**src/rtl/accept_decider.sv**
```systemverilog
// accept_decider: Metropolis acceptance stage of the simulated-annealing TSP core.
// Improving (or equal-cost) moves are accepted at once; worse moves request
// e^-(new-old)*Tinv from the probability computer and compare it with an LFSR draw.
module accept_decider #(
  parameter logic [31:0] LFSR_SEED = 32'hACE1_2468,
  parameter logic [15:0] TIMEOUT   = 16'd1024
) (
  input  logic        clk,
  input  logic        rst,
  input  logic        req_valid,
  output logic        req_ready,
  input  logic [31:0] new_cost,
  input  logic [31:0] old_cost,
  input  logic [31:0] tinv,
  output logic [31:0] pc_new,
  output logic [31:0] pc_old,
  output logic [31:0] pc_tinv,
  output logic        pc_inp_valid,
  input  logic [31:0] pc_out,
  input  logic        pc_out_valid,
  output logic        dec_valid,
  input  logic        dec_ready,
  output logic        accept,
  output logic        timeout
);

  typedef enum logic [1:0] {IDLE, ISSUE, WAIT, DONE} state_t;

  localparam logic [31:0] SEED_EFF  = (LFSR_SEED == 32'd0) ? 32'd1 : LFSR_SEED;
  localparam logic [31:0] LFSR_TAPS = 32'h8020_0003;
  localparam logic [15:0] WAIT_LAST = TIMEOUT - 16'd1;

  state_t      state, state_n;
  logic [15:0] wait_cnt;
  logic [31:0] lfsr;
  logic        take_req;
  logic        fast_path;
  logic        resp_hit;
  logic        expire;
  logic        resp_accept;

  assign fast_path   = (new_cost <= old_cost);
  assign resp_accept = (pc_out[31:24] != 8'd0) | (lfsr[23:0] < pc_out[23:0]);

  // State register.
  always_ff @(posedge clk or negedge rst) begin
    if (!rst) state <= IDLE;
    else      state <= state_n;
  end

  // Next-state decode and handshake outputs.
  always_comb begin
    state_n      = state;
    req_ready    = 1'b0;
    pc_inp_valid = 1'b0;
    dec_valid    = 1'b0;
    take_req     = 1'b0;
    resp_hit     = 1'b0;
    expire       = 1'b0;
    case (state)
      IDLE: begin
        // Gated by rst so req_ready reads 0 while reset is held.
        req_ready = rst;
        if (req_valid) begin
          take_req = 1'b1;
          state_n  = fast_path ? DONE : ISSUE;
        end
      end
      ISSUE: begin
        pc_inp_valid = 1'b1;
        state_n      = WAIT;
      end
      WAIT: begin
        // A response in the final wait cycle takes priority over the timeout.
        if (pc_out_valid) begin
          resp_hit = 1'b1;
          state_n  = DONE;
        end else if (wait_cnt == WAIT_LAST) begin
          expire  = 1'b1;
          state_n = DONE;
        end
      end
      DONE: begin
        dec_valid = 1'b1;
        if (dec_ready) state_n = IDLE;
      end
      default: state_n = IDLE;
    endcase
  end

  // Request registers, wait counter and decision flags.
  always_ff @(posedge clk or negedge rst) begin
    if (!rst) begin
      pc_new   <= '0;
      pc_old   <= '0;
      pc_tinv  <= '0;
      wait_cnt <= '0;
      accept   <= 1'b0;
      timeout  <= 1'b0;
    end else begin
      if (take_req) begin
        pc_new  <= new_cost;
        pc_old  <= old_cost;
        pc_tinv <= tinv;
        accept  <= fast_path;
        timeout <= 1'b0;
      end
      if (state == ISSUE)     wait_cnt <= '0;
      else if (state == WAIT) wait_cnt <= wait_cnt + 16'd1;
      if (resp_hit) begin
        accept  <= resp_accept;
        timeout <= 1'b0;
      end else if (expire) begin
        accept  <= 1'b0;
        timeout <= 1'b1;
      end
      if (state == DONE && dec_ready) begin
        accept  <= 1'b0;
        timeout <= 1'b0;
      end
    end
  end

  // Galois LFSR, free-running every cycle.
  always_ff @(posedge clk or negedge rst) begin
    if (!rst) lfsr <= SEED_EFF;
    else      lfsr <= (lfsr >> 1) ^ (lfsr[0] ? LFSR_TAPS : 32'd0);
  end

endmodule

```
**config.mk**
```make
export PLATFORM = sky130hd
export DESIGN_NAME = accept_decider
export DESIGN_NICKNAME = d
export VERILOG_FILES = /design/src/rtl/accept_decider.sv
export SDC_FILE = /design/constraint.sdc
export NUM_CORES = 1
export LEC_CHECK = 0
export CAP_MARGIN = 40
export CORE_ASPECT_RATIO = 1.1
export CORE_MARGIN = 8
export CORE_UTILIZATION = 32
export CTS_CLUSTER_DIAMETER = 60
export DETAILED_ROUTE_END_ITERATION = 8
export PLACE_DENSITY = 0.68
export SYNTH_ARGS = -nofsm -noshare
export SYNTH_HDL_FRONTEND = slang
export SYNTH_SLANG_ARGS = --single-unit
```
**constraint.sdc**
```tcl
create_clock -name clk -period 2.6 [get_ports clk]
set_input_delay 0.52 -clock clk [delete_from_list [all_inputs] [get_ports clk]]
set_output_delay 0.52 -clock clk [all_outputs]
set_load 0.03 [all_outputs]
```
======== Word level (Yosys, flattened, before mapping) ========
Cells that the tools add are included.
storage, ports and cells
  register bits ........................... 148
  input port bits ......................... 133
  output and inout bits ................... 101
  logic and storage cells ................. 53
operators by class
  $add $sub $neg .......................... 1
  magnitude comparators ................... 2
  equal/unequal tests ..................... 7
  mux-type cells .......................... 27
  bitwise gates (word level) .............. 2
  reduce and logical (&&, ||, !) cells .... 6
operator list
  cell                                                   count
  less-or-equal comparator 32 bit                        1
  2-to-1 mux 16 bit                                      2
  2-to-1 mux 32 bit                                      1
  XOR 31 x 32 -> 32 bit                                  1
  < comparator 24 bit                                    1
  2-to-1 mux 1 bit                                       18
  adder 16 x 1 -> 16 bit, second input constant          1
  equality test 16 x 10 -> 1 bit, second input constant  1
  2-to-1 mux 2 bit                                       5
  case mux 2 bit (4 select lines)                        1
  nonzero test 8 bit                                     1
  equality test 2 bit, second input constant             2
  inequality test 2 bit, second input constant           2
  nonzero test 4 bit                                     1
  inequality test 3 bit, second input constant           1
  AND reduction 3 bit                                    1
  equality test 2 x 1 -> 1 bit, second input constant    1
  zero test 2 bit                                        1
  nonzero test 2 bit                                     1
  logical AND 1 bit                                      1
  bitwise OR 1 bit                                       1

======== Logic depth before layout (Yosys ltp) ========
Gate-level depths: netlist of the first run.
  depth after elaboration ................. 7
  depth in mapped cells ................... 9
  gate-level depth less buffers ........... 9

======== Least setup slack after synthesis of the first run ========
Ideal clock, no wire load.
  kind .................................... input -> register
  from .................................... input old_cost[11]
  to ...................................... register state[1]
  library setup time ...................... 64 ps
  arrival time ............................ 2007 ps
  required time ........................... 2536 ps
  setup slack ............................. 529 ps
  stages .................................. 9
  buffers on the path ..................... 0
  path through ............................ inv_1 -> ha_1 -> nand4_1 -> nor4_2 -> nand3_1 -> a22oi_1 -> o21ai_1 -> a211oi_1 -> a21o_1
on the way
  cells in the longest elaborated chain, start to end .. 4
ends and longest elaborated chain
  what                             RTL line  source
  from (decl)                      13        input logic [31:0] old_cost,
  less-or-equal comparator 32 bit  42        assign fast_path = (new_cost <= old_cost);
  2-to-1 mux 2 bit                 66        state_n = fast_path ? DONE : ISSUE;
  2-to-1 mux 2 bit                 64        if (req_valid) begin
  case mux 2 bit (4 select lines)  60        case (state)
  to (signal assigned)             48        else state <= state_n;
  to (decl)                        33        state_t state, state_n;
No other way between the ends. The select of a mux whose other input is x is not followed.
A chain may end at the register's enable or synchronous reset.

======== Worst setup path after layout of the first run ========
  from .................................... register state[1]
  to ...................................... output pc_inp_valid
on the way
  cells in the longest elaborated chain, start to end .. 2
ends and longest elaborated chain
  what                          RTL line  source
  equality test 2 x 1 -> 1 bit  60
  2-to-1 mux 1 bit              60
  to (decl)                     18        output logic pc_inp_valid,
No other way between the ends.

==> metrics list, run 1 <==
- TritonCTS built the clock tree.
* Power per cell area: roughly 1100 nW/µm²
- Of the total synthesized cell area, the portion taken by XOR and XNOR cells is 0.0180.
- Drt drc: 0
* Worst slew slack as a fraction of its limit: 0.416
- Worst r2r path cells: 6
* Number of vias per cell after detailed routing: 4.46
- In this run the worst setup path begins at state[1].
* Post-CTS clock slew at the launch and capture registers of the worst setup and hold paths: around 60 ps
* Fmax: approximately 410 MHz
* Initial Utilization: 0.323
- Once layout is complete, the utilization of the core stands at 0.484.
- Count of final hold-check violations: 0
- The worst path meets setup with ~160 ps of slack.
* Worst Skew: roughly 10 ps
- Average wire length per cell after detail routing: approximately 16 µm
- Port-buffer cells: 233
* Total die area: ~26000 µm²
* Critical path peak fanout: 5
- Summed over all cells, the static leakage comes to roughly 4.7 nW.
- Wire length of the first global-routing pass: slightly below 30 mm
- Overall routed net length: between 15 and 20 mm
- The initial antenna violation count came to 0.
- Router iterations before antenna repair: 4
* Setup-failing EPs final: 0
- In the synthesized netlist the dominant register cell turns out to be sky130_fd_sc_hd__dfrtp_1.
* Post-CTS setup buffers: 0
- Measured against the total synthesized area, the mux share comes to 0.108.
- Of the synthesized area, sequential elements account for 0.547.
- The number of nets in the synthesized netlist is between 700 and 800.
- Worst Hold Class: primary input to asynchronous set/reset pin
* Pre-CTS setup slack: -320 ps
- sky130_fd_sc_hd__dfrtp_1 takes more of the synthesized area than any other cell.
- For this run the aggregate overflow at the end of global routing stands at 0.
* Number of clock sinks: around 150
- Floorplan Core Area: 21100 µm²
- Most frequent standard cell in the layout excluding fill and tap cells: sky130_fd_sc_hd__clkdlybuf4s50_1
* Antenna diode count: 0
* Start of the worst register-to-register path: state[1]
- By area the synthesized netlist is led by sky130_fd_sc_hd__dfrtp_1 50%, sky130_fd_sc_hd__ha_1 11%, sky130_fd_sc_hd__mux2_2 11%, sky130_fd_sc_hd__dfstp_2 5.0%, sky130_fd_sc_hd__inv_1 3.6%.
* Remaining number of nets flagged by the antenna check after routing: 0
- Critical Setup Path Class: flip-flop to primary output
- Net total in the final layout: slightly above 1k
- Entering global routing, the biggest net connects 149 pins.
* Setup repair after global routing missed its margin: no
- The mapped netlist covers 6810 µm².
* TritonCTS buffer count: 17
* Reg-to-reg critical path endpoint: wait_cnt[15]
- The floorplan has 56 rows.
* Switching power summed over all nets: ~4.4 mW
* Synth unique cells: between 40 and 50
- Via count of the first global-routing pass: about 5.5k
- Yosys printed 0 warnings.
- The area fraction in compound gates after synthesis is 0.0812.
- The top cell types in the final layout, fill and taps aside, are 231 x sky130_fd_sc_hd__clkdlybuf4s50_1, 135 x sky130_fd_sc_hd__dfrtp_1, 66 x sky130_fd_sc_hd__inv_1, 65 x sky130_fd_sc_hd__mux2_2, 61 x sky130_fd_sc_hd__ha_1.
- In this run, post-CTS hold repair placed 0 buffers.
* Nature of the critical path startpoint: flip-flop
- Of the total synthesized cell area, the portion taken by AND, OR, NAND and NOR gates is 0.0884.
- H-tree depth: 4
- The internal portion of the total power is between 6 and 7 mW.
* Final RePlAce weighted congestion: approximately 0.78
* I/O pin cnt: 234
- For this run, the total global-route usage over all layers was measured as 0.144.
* Gate count of the mapped netlist: about 590
- Clock tree root buffer cell: sky130_fd_sc_hd__clkbuf_16
* Chip height: 169 µm
- The share of total power dissipated in combinational logic is 0.463.
* Top cell type's share of synthesized area: 0.496
- Max-cap violations in this run came to 0.
* Capture point of the worst path: pc_inp_valid
* Register bit total from synthesis: between 100 and 150
* CTS Buffer Depth: 2
* Layout overhead on the synthesized area: 50.0%
- The detailed router placed roughly 5k vias in this run.
* Synth Area in Adders: 0.112
- Clock latency on the worst-skew pair: 420 ps
- Clk network pwr share: 0.222
* Switching share of power: 0.391
- Register share of total power: 0.315
- Die extent in x: about 160 µm
* R2r setup slk: around 470 ps
- Largest family of logic cells by synthesized area: adder cells
* Share of the clock period used by the worst path after layout: 0.939
- Placed wire-length estimate after detailed placement: ~14 mm
* Number of flops mapped to enable cells by yosys: 0
* Data arrival time at the worst-slack endpoint: around 1900 ps
- The worst-case IR drop observed on VDD is ~0.67 mV.
- Data on the critical path is required at its endpoint by between 2000 and 2500 ps.
- The run finished with clean final reports.
- The average instance in the mapped netlist occupies approximately 12 µm².
* Critical path capture point type: primary output
- DRC marker count from the first detailed-route iteration: approximately 130
- Share of async-settable or async-resettable flops after synthesis: 1.00
* Final Max Slew Viols: 0
- At the pin with the least slew margin, the transition time is just under 900 ps.
- Fraction of final layout cells with drive strength greater than 1: 0.160
* Period minus WS final: approximately 2400 ps
worst min path at each step:
stage	slack, ps	startpoint	endpoint
after floorplan	220	rst	accept
after CTS	280	rst	pc_old[11]
after global routing	270	rst	lfsr[12]
after global placement	340	lfsr[25]	lfsr[24]
final	190	rst	pc_new[11]
after detailed placement	350	lfsr[25]	lfsr[24]
layer usage:
| metal | part of all wire | track usage |
|---|---|---|
| met4 | 0.010 | 0.0350 |
| met3 | 0.10 | 0.0706 |
| met2 | 0.47 | 0.236 |
| met5 | 0 | 0 |
| met1 | 0.42 | 0.166 |
worst max-delay path, cell delays in order, from the launching register on:
cell,delay (ps)
sky130_fd_sc_hd__dfrtp_1,420
sky130_fd_sc_hd__inv_1,110
sky130_fd_sc_hd__ha_1,250
sky130_fd_sc_hd__clkdlybuf4s50_1,730
flip-flops by register name, summed over array words and instances (netlist names):
name / cells
pc_old: 32
state: 2
pc_tinv: 32
pc_new: 32
lfsr: 32
timeout: 1
wait_cnt: 16
accept: 1
Yosys cell counts, types with 12 or more instances:
cell type,number
sky130_fd_sc_hd__nand2_1,54
sky130_fd_sc_hd__dfstp_2,13
sky130_fd_sc_hd__a21oi_1,23
sky130_fd_sc_hd__nand3_1,13
sky130_fd_sc_hd__nand4_1,14
sky130_fd_sc_hd__xor2_1,12
sky130_fd_sc_hd__mux2_2,65
sky130_fd_sc_hd__dfrtp_1,135
sky130_fd_sc_hd__nor2_1,19
sky130_fd_sc_hd__inv_1,66
sky130_fd_sc_hd__ha_1,61
sky130_fd_sc_hd__o21ai_0,37
power groups by stage:
stage          sequential (mW)  clock [mW]  combinational (mW)
6_report                  3.51        2.48                5.15
5_1_grt                   3.63        2.66                5.48
2_1_floorplan             5.04           0                1.40
4_1_cts                   3.53        2.56                5.24
3_3_place_gp              3.52           0                5.18
3_5_place_dp              3.56           0                5.22
final cells by class:
type                            instances  area, µm²
Sequential cell                       148       3720
Multi-Input combinational cell        355       2780
Inverter                               66        248
Clock inverter                         15        169
Clock buffer                           17        425
Fill cell                            1916      10900
Tap cell                              290        363
Timing Repair Buffer                  250       2500
logic make-up after synthesis:
kind of cell | count (synthesis)
and+or+nand+nor | 124
adders and majority gates | 61
muxes | 65
xor gates and xnor gates | 14
AOI/OAI and AO/OA | 91
DFF | 148
buffers and inverters | 83
stage by stage:
step | power, mW | hold slack, ps | setup TNS (ps) | cells | cell area (µm²)
2_1_floorplan | 6.45 | 224 | 0 | 586 | 6810
3_3_place_gp | 8.70 | 336 | -352 | 1109 | 9610
3_5_place_dp | 8.78 | 346 | -589 | 1109 | 9610
4_1_cts | 11.3 | 282 | 0 | 1141 | 10200
5_1_grt | 11.8 | 268 | 0 | 1141 | 10200
6_report | 11.1 | 186 | 0 | 1141 | 10200
what timing repair did:
| item | 4_1_cts | 5_1_grt |
|---|---|---|
| endpoints found under the setup margin | 0 | 3 |
| hold endpoints to repair | 0 | 0 |
| gates resized for setup | 0 | 2 |
Power figures use the tool's default switching activity.
==> run 2: changes to the inputs <==
--- a/config.mk
+++ b/config.mk
@@ -10,6 +10,7 @@
 export CORE_MARGIN = 8
 export CORE_UTILIZATION = 32
 export CTS_CLUSTER_DIAMETER = 60
+export CTS_CLUSTER_SIZE = 30
 export DETAILED_ROUTE_END_ITERATION = 8
 export PLACE_DENSITY = 0.68
 export SYNTH_ARGS = -nofsm -noshare
==> constraint.sdc (replaced) <==
create_clock -name clk -period 2.5 [get_ports clk]
set_input_delay 0.5 -clock clk [delete_from_list [all_inputs] [get_ports clk]]
set_output_delay 0.5 -clock clk [all_outputs]
set_load 0.03 [all_outputs]
==> run 2 against run 1 <==
Against the previous run:
- wire length rose by 0.66%
- setup slack got worse by 82 ps
- global-route usage rose by 0.25 points
- highest routed layer unchanged
- combinational power up 4.7%
==> metrics list, run 2 (synthesized netlist as in run 1, its figures left out) <==
- Run status: finished, final reports clean
- The initial standard-cell utilization of the core came to 0.323 (unchanged).
* Cell area after layout: 10300 µm² (+0.78%)
- Leaving out fill and tap cells, the most frequent cell in the layout is sky130_fd_sc_hd__clkdlybuf4s50_1.
- The delay of the slowest cell on the worst path is 470 ps (-260 ps).
* Number of vias in the routed layout: 5169 (+1.5%)
- The die footprint is 26200 µm² (unchanged).
- H-tree depth: 4 (unchanged)
- Layout overhead on the synthesized area: 51.1%
- Total global routing track utilization: 0.146 (+0.00248)
* Net total in the final layout: 1039 (+0.68%)
- The count of hold-fix buffers inserted at cts was 0 (unchanged).
* Post-CTS clock slew at the launch and capture registers of the worst setup and hold paths: 60 ps (about the same)
- The critical path goes through clkdlybuf4s50_1 -> inv_1 -> ha_1 -> nand4_1 -> buf_4 -> nor2_1 -> a221oi_1 -> nor3b_1 -> o21ai_2 -> a211oi_1 -> a21o_1.
- Final WS setup: 78.2 ps (-81.5 ps)
- The final count of pins violating max slew is 0 (unchanged).
* Fmax: 413 MHz
- TritonCTS built the clock tree.
- Of the available clock period, the critical path in the final layout requires 0.969.
- The min-delay analysis places its worst path in the category primary input to asynchronous set/reset pin.
- The diode insertion count for antenna repair was 0 (unchanged).
- Count of final hold-check violations: 0 (unchanged)
* Initial antenna violation count: 0 (unchanged)
- STA classifies the critical path endpoint as a flip-flop.
- Floorplan Core Area: 21100 µm² (unchanged)
* Number of vias per cell after detailed routing: 4.50 (+0.87%)
* Worst slew slack as a fraction of its limit: 0.425 (+0.00929)
- The arrival time at the worst endpoint was 2770 ps (+850 ps).
- Overall routed net length: 18.6 mm (+0.66%)
- The length of the first detailed-routing pass in iterations was 4 (unchanged).
- The maximum number of pins on one net before global-route repair came to 149 (unchanged).
- Pre-CTS setup slack: -360 ps (-40.4 ps)
- Worst Skew: 12.7 ps (+2.53 ps)
* GR Util met2: 0.247 (+0.0115)
- Number of instances in the placed design: 1116 (+0.63%)
- Total of max-cap violations: 0 (unchanged)
* Gr busiest metal: met2
- The maximum fanout along the worst path came to 3 (-2).
- STA classifies the critical path startpoint as a primary input.
* Data required time of the critical path: 2840 ps (+760 ps)
* Fraction of final layout cells with drive strength greater than 1: 0.169 (+0.00919)
- The global-route wire length before repair is 30.2 mm (+2.1%).
* Met1 routing resource usage after global routing: 0.166 (about the same)
* Overflow left after global routing: 0 (unchanged)
* TritonCTS buffer count: 17 (unchanged)
* Static Leak: 4.79 nW (+1.2%)
- Top library cells by usage in the layout, fill and taps aside: 230 x sky130_fd_sc_hd__clkdlybuf4s50_1, 135 x sky130_fd_sc_hd__dfrtp_1, 66 x sky130_fd_sc_hd__inv_1, 65 x sky130_fd_sc_hd__mux2_2, 61 x sky130_fd_sc_hd__ha_1
- The routability congestion estimate was 0.811 (+3.4%).
* Critical path's slowest cell: sky130_fd_sc_hd__clkdlybuf4s50_1
* DRC marker count from the first detailed-route iteration: 148 (+10%)
- The count of antenna-violating nets left after detailed routing is 0 (unchanged).
* Number of placement rows: 56 (unchanged)
- The number of fill cells in the layout is 1909 (-0.37%).
- The final setup TNS came to 0 ps (unchanged).
* I/O pin cnt: 234 (unchanged)
* Clock latency on the worst-skew pair: 410 ps (about the same)
- Die extent in x: 155 µm (unchanged)
- Period minus WS final: 2420 ps
- Post-DP Area: 9660 µm² (+0.55%)
- The number of setup buffers added after CTS is 0 (unchanged).
- Drt drc: 0 (unchanged)
- Setup repair after global routing could not meet its margin everywhere.
* Clock tree root buffer cell: sky130_fd_sc_hd__clkbuf_16
- The total power density per cell area came to 1140 nW/µm² (+4.2%).
* CTS Buffer Depth: 2 (unchanged)
- The global routing usage on met3 is 0.0632 (-0.00740).
- Worst Tran Pin Value: 862 ps (-13.9 ps)
- The number of global-route vias before repair is 5725 (+4.3%).
- The quantity of I/O buffers inserted on ports is 233 (unchanged).
- The wire length per cell is 16.2 µm (about the same).
- The worst ir drop on vdd is 0.662 mV (-1.2%).
- Chip height: 169 µm (unchanged)
- The critical path is of the primary input to flip-flop type.
- Fin Hold WS: 185 ps (-1.55 ps)
- The number of sinks handled by clock tree synthesis came to 148 (unchanged).
- The number of standard cells in the final layout excluding fillers was 1148 (+0.61%).
- The post-DP HPWL was 14.3 mm (+1.7%).
- The setup-violating endpoint count in the final report was 0 (unchanged).
## run 2: cell count changes in the layout (fill, tap and decap cells not counted), sizes merged
| cell | before | now |
|---|---|---|
| buf | 18 | 25 |
| clkinv | 5 | 4 |
| clkinvlp | 2 | 0 |
| clkdlybuf4s50 | 231 | 230 |
| clkbuf | 17 | 19 |
| dlygate4sd2 | 0 | 1 |
| bufinv | 1 | 2 |
## run 2: worst paths after layout
check                                  start   endpoint  slack (ps)  depth (start not counted)
min in group clk                    lfsr[27]   lfsr[26]         350                          0
worst max register to register       lfsr[3]     accept         460                          9
worst max-delay path            old_cost[11]   state[1]          80                         11
worst min-delay path                     rst   lfsr[12]         180                          2
max in group asynchronous                rst  pc_old[0]        1640                          2
worst min register to register      lfsr[27]   lfsr[26]         350                          0
## run 2: stage by stage
stage | util | power, mW
6_report | 0.488 | 11.7
5_1_grt | 0.488 | 12.4
4_1_cts | 0.487 | 11.9
3_5_place_dp | 0.458 | 9.16
3_3_place_gp | 0.458 | 9.09
2_1_floorplan | - | 6.70
## run 2: final cells by class
cell class / instances / area (µm²) / share of cell area
Timing Repair Buffer: 257 / 2550 / 0.248
Multi-Input combinational cell: 355 / 2790 / 0.271
Tap cell: 290 / 363 / 0.0353
Inverter: 66 / 248 / 0.0241
Clock inverter: 13 / 161 / 0.0157
Sequential cell: 148 / 3720 / 0.362
Clock buffer: 19 / 453 / 0.0440
## run 2: critical path, delay by kind of cell
| family | cells | cell delay (ps) |
|---|---|---|
| simple gates | 3 | 530 |
| compound gates | 4 | 730 |
| fa+ha+maj | 1 | 340 |
| buf+inv | 3 | 660 |
## run 2: metal layers
layer,vias up,part of all wire
li1,2536,-
met2,152,0.49
met1,2468,0.42
met3,13,0.085
met4,0,0.010
met5,-,0
## run 2: power breakdown
| part | switching [mW] | internal [mW] | total (mW) |
|---|---|---|---|
| clock network | 1.09 | 1.56 | 2.65 |
| logic | 2.98 | 2.42 | 5.39 |
| registers | 0.419 | 3.24 | 3.66 |
## run 2: repair_timing
action	CTS	global route
gates resized for setup	1	4
endpoints found under the setup margin	1	3
pin swaps	0	3
==> run 3: changes to the inputs <==
--- a/config.mk
+++ b/config.mk
@@ -13,6 +13,7 @@
 export CTS_CLUSTER_SIZE = 30
 export DETAILED_ROUTE_END_ITERATION = 8
 export PLACE_DENSITY = 0.68
+export SETUP_SLACK_MARGIN = 0.1
 export SYNTH_ARGS = -nofsm -noshare
 export SYNTH_HDL_FRONTEND = slang
 export SYNTH_SLANG_ARGS = --single-unit
==> run 3 against run 2 <==
Against the previous run:
- total power is 0.32% higher
- wire length grew 0.60%
- combinational power grew 0.7%
- final area is 1.2% higher
- sequential share of layout area is 0.43 points lower
- clock skew down 0.56 ps
- utilization up 0.58 points
- cell count rose by 0.26%
- non-clock buffer count up 3
- fmax grew 3.6%
- first-iteration DRC count decreased by 3.4%
- setup slack gained 84 ps
- critical path type unchanged
==> metrics list, run 3 (synthesized netlist as in run 1, its figures left out) <==
- The finished layout cell area is 10400 µm² (+1.2%).
* Most frequent standard cell in the layout excluding fill and tap cells: sky130_fd_sc_hd__clkdlybuf4s50_1
* Number of vias in the routed layout: 5188 (+0.37%)
- The total power density per cell area is 1130 nW/µm² (-0.86%).
* Number of vias per cell after detailed routing: 4.51 (+0.11%)
- CTS tree: done
* Post-DP Area: 9660 µm² (unchanged)
- CTS Buffer Depth: 2 (unchanged)
* Chain of cells forming the critical path: clkdlybuf4s50_1 -> inv_1 -> ha_1 -> nand4_1 -> buf_4 -> a2111oi_2 -> nor3b_2 -> o21ai_2 -> a211oi_2 -> a21o_1
- Worst Skew: 12.1 ps (-0.561 ps)
* Fin Hold WS: 181 ps (-3.90 ps)
* Highest cell delay on the worst timing path: 450 ps (-20 ps)
- The ratio of cells with drive above 1 in the final layout came to 0.187 (+0.0180).
* Clock latency on the worst-skew pair: 410 ps (about the same)
- Fmax: 428 MHz (+3.6%)
- The number of rows created at floorplan is 56 (unchanged).
- The setup slack after layout came to 162 ps (+83.8 ps).
- Worst slew slack as a fraction of its limit: 0.423 (-0.00266)
- Share of the clock period used by the worst path after layout: 0.935 (-0.0335)
- The net count reported at finish is 1042 (+0.29%).
* Clk network pwr share: 0.226 (about the same)
- The die footprint came to 26200 µm² (unchanged).
- Port-buffer cells: 233 (unchanged)
* Combinational share of power: 0.463 (+0.002)
* R2r setup slk: 450 ps (about the same)
- The wire length per cell was 16.3 µm (+0.34%).
- The post-DP HPWL came to 14.3 mm (unchanged).
- The run finished with clean final reports.
* Number of buffers and inverters on the critical path: 3 (unchanged)
- The number of top-level design ports is 234 (unchanged).
- Via count of the first global-routing pass: 5729 (+0.070%)
- DRC marker count from the first detailed-route iteration: 143 (-3.4%)
- The slowest stage of the critical path is the sky130_fd_sc_hd__clkdlybuf4s50_1 cell.
* Initial Utilization: 0.323 (unchanged)
- Router iterations before antenna repair: 4 (unchanged)
* Antenna diode count: 0 (unchanged)
- The number of fill cells in the layout is 1891 (-0.94%).
* Setup repair after global routing missed its margin: no
- Overall routed net length: 18.7 mm (+0.60%)
- H-tree depth: 4 (unchanged)
* Final RePlAce weighted congestion: 0.811 (unchanged)
* Worst Hold Class: primary input to asynchronous set/reset pin
- Drt drc: 0 (unchanged)
- The final count of pins violating max slew is 0 (unchanged).
- Critical path capture point type: flip-flop
- Data required time of the critical path: 2800 ps (-40 ps)
- Switching share of power: 0.384 (about the same)
- The worst slack at placement came to -360 ps (unchanged).
- Layout overhead on the synthesized area: 52.9%
- The measured slew at the worst slew-check pin was 866 ps (+3.99 ps).
* Static Leak: 4.80 nW (+0.14%)
- The clock slew seen by the registers of the worst setup and hold paths is 60 ps (about the same).
- Nature of the critical path startpoint: primary input
* TritonCTS buffer count: 17 (unchanged)
- The count of maximum capacitance violations came to 0 (unchanged).
- Leaving out fill and tap cells, the most frequent cells in the layout are 230 x sky130_fd_sc_hd__clkdlybuf4s50_1, 135 x sky130_fd_sc_hd__dfrtp_1, 65 x sky130_fd_sc_hd__inv_1, 65 x sky130_fd_sc_hd__mux2_2, 55 x sky130_fd_sc_hd__ha_1.
* Clock tree root buffer cell: sky130_fd_sc_hd__clkbuf_16
- Critical Setup Path Class: primary input to flip-flop
- The total routing resource utilization after global routing is 0.147 (about the same).
- The cell internal power dissipation is 7.24 mW (+0.26%).
- The count of antenna-violating nets left after detailed routing is 0 (unchanged).
- The worst ir drop on vdd came to 0.662 mV (about the same).
- The maximum number of pins on one net before global-route repair was 149 (unchanged).
- The die span in y came to 169 µm (unchanged).
- Broken down by cell family, the worst path's largest delay share belongs to compound AO/OA/AOI/OAI gates.
- The overall die width came to 155 µm (unchanged).
- The setup-violating endpoint count in the final report was 0 (unchanged).
* Count of final hold-check violations: 0 (unchanged)
- The total overflow reported by the global router was 0 (unchanged).
- The global-route wire length before repair was 30.3 mm (about the same).
- The number of sinks handled by clock tree synthesis was 148 (unchanged).
- The initial antenna violation count came to 0 (unchanged).
- The count of hold-fix buffers inserted at cts is 0 (unchanged).
- The clock period minus final worst setup slack is 2340 ps (-83.8 ps).
- The maximum fanout along the worst path came to 2 (-1).
* Register share of total power: 0.311 (-0.002)
* Floorplan Core Area: 21100 µm² (unchanged)
- Switching power summed over all nets: 4.50 mW (+0.41%)
- Data arrival time at the worst-slack endpoint: 2630 ps (-140 ps)
-- run 3: changes by cell type in the layout (fill, tap and decap cells not counted), moves of 2 or more --
cell,change
sky130_fd_sc_hd__buf_4,+3
sky130_fd_sc_hd__ha_1,-6
sky130_fd_sc_hd__ha_4,+6
sky130_fd_sc_hd__nor3_1,-2
sky130_fd_sc_hd__nor3_2,+2
-- run 3: layer usage --
metal / track usage / share of wire
met5: 0 / 0
met4: 0.0409 / 0.010
met3: 0.0632 / 0.086
met2: 0.248 / 0.49
met1: 0.166 / 0.42
-- run 3: repair_timing --
action,4_1_cts,5_1_grt
resized for setup,4,14
setup endpoints to repair,4,2
pin swaps,2,9
setup buffers,0,3
-- run 3: final cells by class --
| class | instances | area [µm²] | share of cell area |
|---|---|---|---|
| inverter | 66 | 248 | 0.0238 |
| sequential | 148 | 3720 | 0.357 |
| clock inverter | 13 | 161 | 0.0155 |
| tap | 290 | 363 | 0.0349 |
| timing repair buffer | 260 | 2570 | 0.247 |
| clock buffer | 19 | 453 | 0.0435 |
| multi-input combinational | 355 | 2890 | 0.278 |
-- run 3: power groups by stage --
stage | clock network (mW) | registers, mW | logic (mW)
after floorplan | 0 | 5.24 | 1.46
after global placement | 0 | 3.65 | 5.43
after detailed placement | 0 | 3.70 | 5.46
after CTS | 2.74 | 3.67 | 5.48
after global routing | 2.86 | 3.78 | 5.79
final | 2.65 | 3.66 | 5.43
-- run 3: final timing paths --
| path | from | end | depth (start not counted) |
|---|---|---|---|
| worst max-delay path | old_cost[6] | state[1] | 10 |
| worst min-delay path | rst | lfsr[12] | 2 |
| worst max register to register | lfsr[3] | accept | 9 |
| worst min register to register | lfsr[27] | lfsr[26] | 0 |
| max in group asynchronous | rst | pc_old[0] | 2 |
| min in group clk | lfsr[27] | lfsr[26] | 0 |
-- run 3: stage by stage --
step / std cells / utilization / total power [mW] / setup TNS, ps
3_3_place_gp: 1116 / 0.458 / 9.09 / -545
4_1_cts: 1148 / 0.487 / 11.9 / 0
3_5_place_dp: 1116 / 0.458 / 9.16 / -696
5_1_grt: 1151 / 0.494 / 12.4 / 0
6_report: 1151 / 0.494 / 11.7 / 0
2_1_floorplan: 586 / - / 6.70 / 0
-- run 3: worst reg2reg max path, cell delays in order, from the launching register on --
cell and delay [ps]:
sky130_fd_sc_hd__dfstp_2 540, sky130_fd_sc_hd__ha_1 180, sky130_fd_sc_hd__buf_4 110, sky130_fd_sc_hd__nor2_1 40, sky130_fd_sc_hd__nor4_2 230, sky130_fd_sc_hd__a21oi_1 120, sky130_fd_sc_hd__o31a_2 300, sky130_fd_sc_hd__o211ai_2 200
sky130_fd_sc_hd__o31ai_2 80, sky130_fd_sc_hd__o2bb2ai_1 130
